**src/rtl/mmio_uart_ctrl_if.sv**
```systemverilog
// Data-side MMIO bus plus UART ready/valid links for mmio_uart_ctrl.
// The slave modport is the responder's view; the master modport is the core/UART side.
interface mmio_uart_ctrl_if;
  logic [31:0] addr;
  logic        re;
  logic [3:0]  we;
  logic [31:0] wdata;
  logic [31:0] rdata;
  logic        inst_valid;
  logic [7:0]  tx_data;
  logic        tx_valid;
  logic        tx_ready;
  logic [7:0]  rx_data;
  logic        rx_valid;
  logic        rx_ready;

  modport slave (
    input  addr, re, we, wdata, inst_valid, tx_ready, rx_data, rx_valid,
    output rdata, tx_data, tx_valid, rx_ready
  );

  modport master (
    output addr, re, we, wdata, inst_valid, tx_ready, rx_data, rx_valid,
    input  rdata, tx_data, tx_valid, rx_ready
  );
endinterface

```
**src/rtl/mmio_uart_ctrl.sv**
```systemverilog
// MMIO responder in the 0x8000_0000 region: UART status/data with TX and RX FIFOs,
// cycle and retired-instruction counters, and a one-cycle registered load path.
module mmio_uart_ctrl #(
  parameter int         FIFO_DEPTH = 4,
  parameter logic [3:0] MMIO_BASE  = 4'h8
) (
  input  logic            clk,
  input  logic            rst,
  mmio_uart_ctrl_if.slave bus
);
  localparam int PTR_W = $clog2(FIFO_DEPTH);
  localparam int CNT_W = PTR_W + 1;
  localparam logic [CNT_W-1:0] FULL_CNT = CNT_W'(FIFO_DEPTH);

  localparam logic [7:0] OFF_CTRL  = 8'h00;
  localparam logic [7:0] OFF_RX    = 8'h04;
  localparam logic [7:0] OFF_TX    = 8'h08;
  localparam logic [7:0] OFF_CYCLE = 8'h10;
  localparam logic [7:0] OFF_INSTR = 8'h14;
  localparam logic [7:0] OFF_CNT   = 8'h18;

  logic [7:0]       tx_mem [FIFO_DEPTH];
  logic [7:0]       rx_mem [FIFO_DEPTH];
  logic [PTR_W-1:0] tx_wr, tx_rd, rx_wr, rx_rd;
  logic [CNT_W-1:0] tx_cnt, rx_cnt;
  logic             tx_ovf;
  logic [31:0]      cycle_cnt, instr_cnt;
  logic [31:0]      rd_word_p0;
  logic [31:0]      rdata_p1;

  logic       sel;
  logic [7:0] off;
  logic       tx_full, tx_empty, rx_full, rx_empty;
  logic       tx_push_req, tx_push, tx_pop, rx_push, rx_pop;
  logic       ovf_clr, cnt_clr;

  assign sel      = (bus.addr[31:28] == MMIO_BASE);
  assign off      = bus.addr[7:0];
  assign tx_full  = (tx_cnt == FULL_CNT);
  assign tx_empty = (tx_cnt == '0);
  assign rx_full  = (rx_cnt == FULL_CNT);
  assign rx_empty = (rx_cnt == '0);

  // Fullness is judged from start-of-cycle state, so a same-cycle pop never frees a slot.
  assign tx_push_req = sel && bus.we[0] && (off == OFF_TX);
  assign tx_push     = tx_push_req && !tx_full;
  assign tx_pop      = !tx_empty && bus.tx_ready;
  assign rx_push     = bus.rx_valid && !rx_full;
  assign rx_pop      = sel && bus.re && (off == OFF_RX) && !rx_empty;
  assign ovf_clr     = sel && bus.we[0] && (off == OFF_CTRL) && bus.wdata[2];
  assign cnt_clr     = sel && (off == OFF_CNT) && (|bus.we);

  assign bus.tx_valid = !tx_empty;
  assign bus.tx_data  = tx_empty ? 8'h00 : tx_mem[tx_rd];
  assign bus.rx_ready = !rx_full;
  assign bus.rdata    = rdata_p1;

  logic unused_ok;
  assign unused_ok = &{1'b0, bus.addr[27:8], bus.wdata[31:8]};

  // Stage p0: read mux over start-of-cycle state.
  always_comb begin
    rd_word_p0 = 32'h0;
    unique case (off)
      OFF_CTRL:  rd_word_p0 = {29'h0, tx_ovf, !rx_empty, !tx_full};
      OFF_RX:    rd_word_p0 = rx_empty ? 32'h0 : {24'h0, rx_mem[rx_rd]};
      OFF_CYCLE: rd_word_p0 = cycle_cnt;
      OFF_INSTR: rd_word_p0 = instr_cnt;
      default:   rd_word_p0 = 32'h0;
    endcase
  end

  // Stage p1: registered load data, held until the next selected load.
  always_ff @(posedge clk or negedge rst) begin
    if (!rst) begin
      rdata_p1 <= 32'h0;
    end else if (bus.re && sel) begin
      rdata_p1 <= rd_word_p0;
    end
  end

  always_ff @(posedge clk) begin
    if (tx_push) tx_mem[tx_wr] <= bus.wdata[7:0];
    if (rx_push) rx_mem[rx_wr] <= bus.rx_data;
  end

  always_ff @(posedge clk or negedge rst) begin
    if (!rst) begin
      tx_wr  <= '0;
      tx_rd  <= '0;
      tx_cnt <= '0;
      rx_wr  <= '0;
      rx_rd  <= '0;
      rx_cnt <= '0;
      tx_ovf <= 1'b0;
    end else begin
      if (tx_push) tx_wr <= tx_wr + PTR_W'(1);
      if (tx_pop)  tx_rd <= tx_rd + PTR_W'(1);
      tx_cnt <= tx_cnt + CNT_W'(tx_push) - CNT_W'(tx_pop);
      if (rx_push) rx_wr <= rx_wr + PTR_W'(1);
      if (rx_pop)  rx_rd <= rx_rd + PTR_W'(1);
      rx_cnt <= rx_cnt + CNT_W'(rx_push) - CNT_W'(rx_pop);
      if (tx_push_req && tx_full) tx_ovf <= 1'b1;
      else if (ovf_clr)           tx_ovf <= 1'b0;
    end
  end

  // A counter-reset store swallows that cycle's increment.
  always_ff @(posedge clk or negedge rst) begin
    if (!rst) begin
      cycle_cnt <= 32'h0;
      instr_cnt <= 32'h0;
    end else if (cnt_clr) begin
      cycle_cnt <= 32'h0;
      instr_cnt <= 32'h0;
    end else begin
      cycle_cnt <= cycle_cnt + 32'd1;
      instr_cnt <= instr_cnt + 32'(bus.inst_valid);
    end
  end
endmodule

```
**src/flat_wrapper.sv**
```systemverilog
// flat-port wrapper written by rule: the top's interface ports become plain ports
module mmio_uart_ctrl_flat 
#(
  parameter int         FIFO_DEPTH = 4,
  parameter logic [3:0] MMIO_BASE  = 4'h8
)
  (clk, rst, bus_addr, bus_re, bus_we, bus_wdata, bus_inst_valid, bus_tx_ready, bus_rx_data, bus_rx_valid, bus_rdata, bus_tx_data, bus_tx_valid, bus_rx_ready);
  mmio_uart_ctrl_if bus_i ();
  input  logic clk;
  input  logic rst;
  input wire logic [$bits(bus_i.addr)-1:0] bus_addr;
  input wire logic [$bits(bus_i.re)-1:0] bus_re;
  input wire logic [$bits(bus_i.we)-1:0] bus_we;
  input wire logic [$bits(bus_i.wdata)-1:0] bus_wdata;
  input wire logic [$bits(bus_i.inst_valid)-1:0] bus_inst_valid;
  input wire logic [$bits(bus_i.tx_ready)-1:0] bus_tx_ready;
  input wire logic [$bits(bus_i.rx_data)-1:0] bus_rx_data;
  input wire logic [$bits(bus_i.rx_valid)-1:0] bus_rx_valid;
  output wire logic [$bits(bus_i.rdata)-1:0] bus_rdata;
  output wire logic [$bits(bus_i.tx_data)-1:0] bus_tx_data;
  output wire logic [$bits(bus_i.tx_valid)-1:0] bus_tx_valid;
  output wire logic [$bits(bus_i.rx_ready)-1:0] bus_rx_ready;
  assign bus_i.addr = bus_addr;
  assign bus_i.re = bus_re;
  assign bus_i.we = bus_we;
  assign bus_i.wdata = bus_wdata;
  assign bus_i.inst_valid = bus_inst_valid;
  assign bus_i.tx_ready = bus_tx_ready;
  assign bus_i.rx_data = bus_rx_data;
  assign bus_i.rx_valid = bus_rx_valid;
  assign bus_rdata = bus_i.rdata;
  assign bus_tx_data = bus_i.tx_data;
  assign bus_tx_valid = bus_i.tx_valid;
  assign bus_rx_ready = bus_i.rx_ready;
  mmio_uart_ctrl #(.FIFO_DEPTH(FIFO_DEPTH), .MMIO_BASE(MMIO_BASE)) u_core (.clk(clk), .rst(rst), .bus(bus_i));
endmodule
```
**config.mk**
```make
export PLATFORM = sky130hd
export DESIGN_NAME = mmio_uart_ctrl_flat
export DESIGN_NICKNAME = d
export VERILOG_FILES = /design/src/rtl/mmio_uart_ctrl_if.sv /design/src/rtl/mmio_uart_ctrl.sv /design/src/flat_wrapper.sv
export SDC_FILE = /design/constraint.sdc
export NUM_CORES = 1
export LEC_CHECK = 0
export CORE_UTILIZATION = 58
export CTS_CLUSTER_SIZE = 14
export DETAILED_ROUTE_END_ITERATION = 6
export MAX_ROUTING_LAYER = met4
export PLACE_DENSITY = 0.81
export SETUP_SLACK_MARGIN = 0.4
export SYNTH_ARGS = -nofsm -noshare
export SYNTH_HDL_FRONTEND = slang
export SYNTH_SLANG_ARGS = --single-unit
```
**constraint.sdc**
```tcl
create_clock -name clk -period 4.4 [get_ports clk]
set_input_delay 0.88 -clock clk [delete_from_list [all_inputs] [get_ports clk]]
set_output_delay 0.88 -clock clk [all_outputs]
set_load 0.005 [all_outputs]
```
==> reports/metrics.yaml <==
final_layout:
  antennaDiodeCount: 0
  syn2layout_area_growth_pct: 18.9
  fin_util_pct: 71.4
  fill_cells: 924
  drive_above_1_share_pct: 9.01
  finalNetCount: 830
  design_area_mm2: 0.00952
critical_path:
  worstRegToRegCells: 11
  startpoint: "bus_addr[3]"
  slowest_stage: "clkdlybuf4s50_1"
  worstPathArrival_ns: 3.57
  max_stage_delay_ns: 0.44
  cp-start-kind: "input pin"
  critPathRequiredTime_ns: 4.75
  worstSetupEndpointType: "flip-flop"
  r2r_start: "u_core.rx_cnt[1]"
  critPathKind: "input pin to flip-flop"
  cp_max_fo: 9
  crit_chain: "clkdlybuf4s50_1 > nor3_1 > nand4_1 > buf_4 > nor2_1 > ha_1 > inv_1 > ha_1 > inv_1 > fa_1 > xnor2_1 > xnor2_1"
clocking:
  numClockSinks: 175
  cts_resized: 0
  post-cts-setup-buffers: 0
  cts_tree: "done"
  cts_buffers: 17
  hold_buffers: 0
  clk_pin_slew_ns: 0.06
  cts-htree-levels: 4
  max-clock-path-buffers: 2
  root_buffer: "clkbuf_16"
  clk_latency_ns: 0.44
timing:
  period_needed_ns: 3.22
  rsz0062_at_grt: "false"
  whs_ns: 0.470
  finalCritPeriodShare_pct: 73.1
  worstMarginPinSlew_ns: 0.825
  clock-skew-final_ns: 0.0116
  hold_viol: 0
  relSlewSlack_pct: 44.9
  timing.setup.tns_ns: 0
  maxSlewViolCount: 0
  fmax_ghz: 0.311
  setup_viol: 0
die:
  die_w_um: 120
  rows: 42
  die_area_mm2: 0.0143
  die_y_um: 120
  core_mm2: 0.0133
  initial_core_util_pct: 60.0
  num_io_pins: 124
global_routing:
  grt_usage_pct: 25.6
  grt-ovfl-total: 0
  grt_pass1_wl_um: 26700
  grt_max_degree: 65
  antenna_found_initial: 0
  grt_pass1_vias: 5318
power_and_ir_drop:
  combPwrFrac_pct: 16.5
  leakage_nw: 3.95
  switching_share_pct: 26.2
  power_switching_mw: 1.13
  fin_total_pwr_mw: 4.31
  peakVddDrop_mv: 0.347
  power.density_mw_per_mm2: 453
  internal_power_mw: 3.18
  p_clk_share_pct: 35.8
  p_seq_share_pct: 47.7
logic_synthesis:
  syn-instance-count: 651
  synth-edff-count: 64
  yosys_warnings: 0
  synth_fp_nets: 750
  ys_ff_latch: 175
  synth_cell_types: 46
  syn_area_mm2: 0.00801
  ys.flop_type: "dfrtp_1"
  yosysSeqAreaShare_pct: 58.7
  synthArstFlopShare_pct: 63.4
  syn_avg_cell_area_um2: 12.3
job:
  max_cap_violations: 0
route:
  first_pass_iters: 5
  ant_nets: 0
  via_per_inst: 5.69
  post-route-drc-count: 0
  wirelength_um: 16300
  wl_per_cell_um: 17.7
  num_vias: 5238
  drt_iter0_markers: 462
run_status:
  status: "complete, no violations"
placement:
  place.gp.congestion: 0.817
  hpwl_um: 10900
  port_buffers: 79
  dpl-instance-area_mm2: 0.00892
hold_path:
  hold_path_class: "input pin to async pin"
-- cells in the final DEF (no fill, tap or decap), types with 2 or more instances in the layout --
master and n:
a22o_1 7, a31oi_1 2, a32oi_1 2, and2_0 2, and2_1 18, and3_1 11, and4_1 4, buf_4 7
bufinv_16 3, clkbuf_16 17, clkdlybuf4s50_1 77, clkinv_2 2, clkinv_4 3, dfrtp_1 111, edfxtp_1 64, fa_1 2
ha_1 15, inv_1 20, inv_6 2, mux2i_1 29, mux4_2 16, nand2_1 54, nand2b_1 4, nand3_1 28
nand4_1 24, nor2_1 81, nor2b_1 6, nor3_1 4, nor3_2 2, nor4_1 3, nor4_4 2, nor4b_2 2
o21ai_0 25, o21ai_1 2, o22ai_1 5, or3_1 2, xnor2_1 22, xor2_1 47
-- routing by layer --
layer	up-vias	GRT usage (%)	wire (um)
met1	2623	33.0	7120
met5	-	-	0
met4	0	8.44	265
li1	2448	-	-
met2	145	40.4	8100
met3	22	5.89	801
-- sequential cells by signal, indices dropped and copies added (netlist names) --
signal            cells
u_core.bus.rdata     32
u_core.rx_cnt         3
u_core.tx_cnt         3
u_core.tx_mem        32
u_core.tx_rd          2
u_core.tx_wr          2
u_core.rx_mem        32
u_core.cycle_cnt     32
u_core.rx_rd          2
u_core.tx_ovf         1
u_core.rx_wr          2
u_core.instr_cnt     32
-- cells by family after synthesis --
logic type	after synthesis	share of synthesized area, %
AOI/OAI and AO/OA	45	3.39
DFF	175	58.7
buffers and inverters	44	2.69
adders and majority gates	17	2.84
muxes	46	8.26
xor gates and xnor gates	69	7.54
and+or+nand+nor	255	16.6
-- power by group through the flow --
stage               Combinational, mW  Clock, mW  Sequential [mW]
finish                          0.712       1.54             2.06
floorplan                       0.480          0             2.00
global placement                0.671          0             2.07
global route                    0.795       1.63             2.08
detailed placement              0.710          0             2.09
CTS                             0.724       1.56             2.06
-- path summary, 6_finish.rpt --
kind | to | slack [ns]
setup / recovery | u_core.rx_cnt[2] | 1.18
hold / removal | u_core.bus.rdata[23] | 0.47
setup reg to reg | u_core.rx_cnt[2] | 1.76
hold reg to reg | u_core.bus.rdata[27] | 0.48
max in group asynchronous | u_core.cycle_cnt[0] | 2.97
min in group clk | u_core.bus.rdata[27] | 0.48
-- critical path: cells and delay by family --
family,cells,cell delay [ns]
buffers and inverters,4,0.76
xor gates and xnor gates,2,0.35
and+or+nand+nor,3,0.76
adders and majority gates,3,0.81
-- Yosys cell counts, types with 3 or more instances --
cell	number	share of area, %
dfrtp_1	111	35
nor2_1	81	3.8
edfxtp_1	64	24
nand2_1	54	2.5
xor2_1	47	5.1
mux2i_1	29	3.6
nand3_1	28	1.7
o21ai_0	25	1.6
nand4_1	24	1.9
xnor2_1	22	2.4
inv_1	20	0.94
and2_1	18	1.4
mux4_2	16	4.5
ha_1	15	2.3
clkbuf_1	13	0.61
and3_1	11	0.86
a22o_1	7	0.77
nor2b_1	6	0.47
buf_6	5	0.70
o22ai_1	5	0.39
and4_1	4	0.44
buf_2	4	0.25
nand2b_1	4	0.31
nor3_1	4	0.25
nor4_1	3	0.23
-- cell type report --
class                   count  area (um^2)  share of cell area [%]
clock inverters            13          161                    1.69
flip-flops and latches    175         4700                    49.3
repair buffers             85          828                    8.70
inverters                  20         75.1                   0.788
clock buffers              19          443                    4.65
multi-input cells         432         3100                    32.5
well taps                 176          220                    2.31
-- through the flow --
step                      std cells  setup slack (ns)
final                           920              1.18
after global routing            920             0.988
after CTS                       920              1.15
after detailed placement        888             0.742
after global placement          888             0.903
after floorplan                 651              1.53
(Power assumes the default switching activity.)
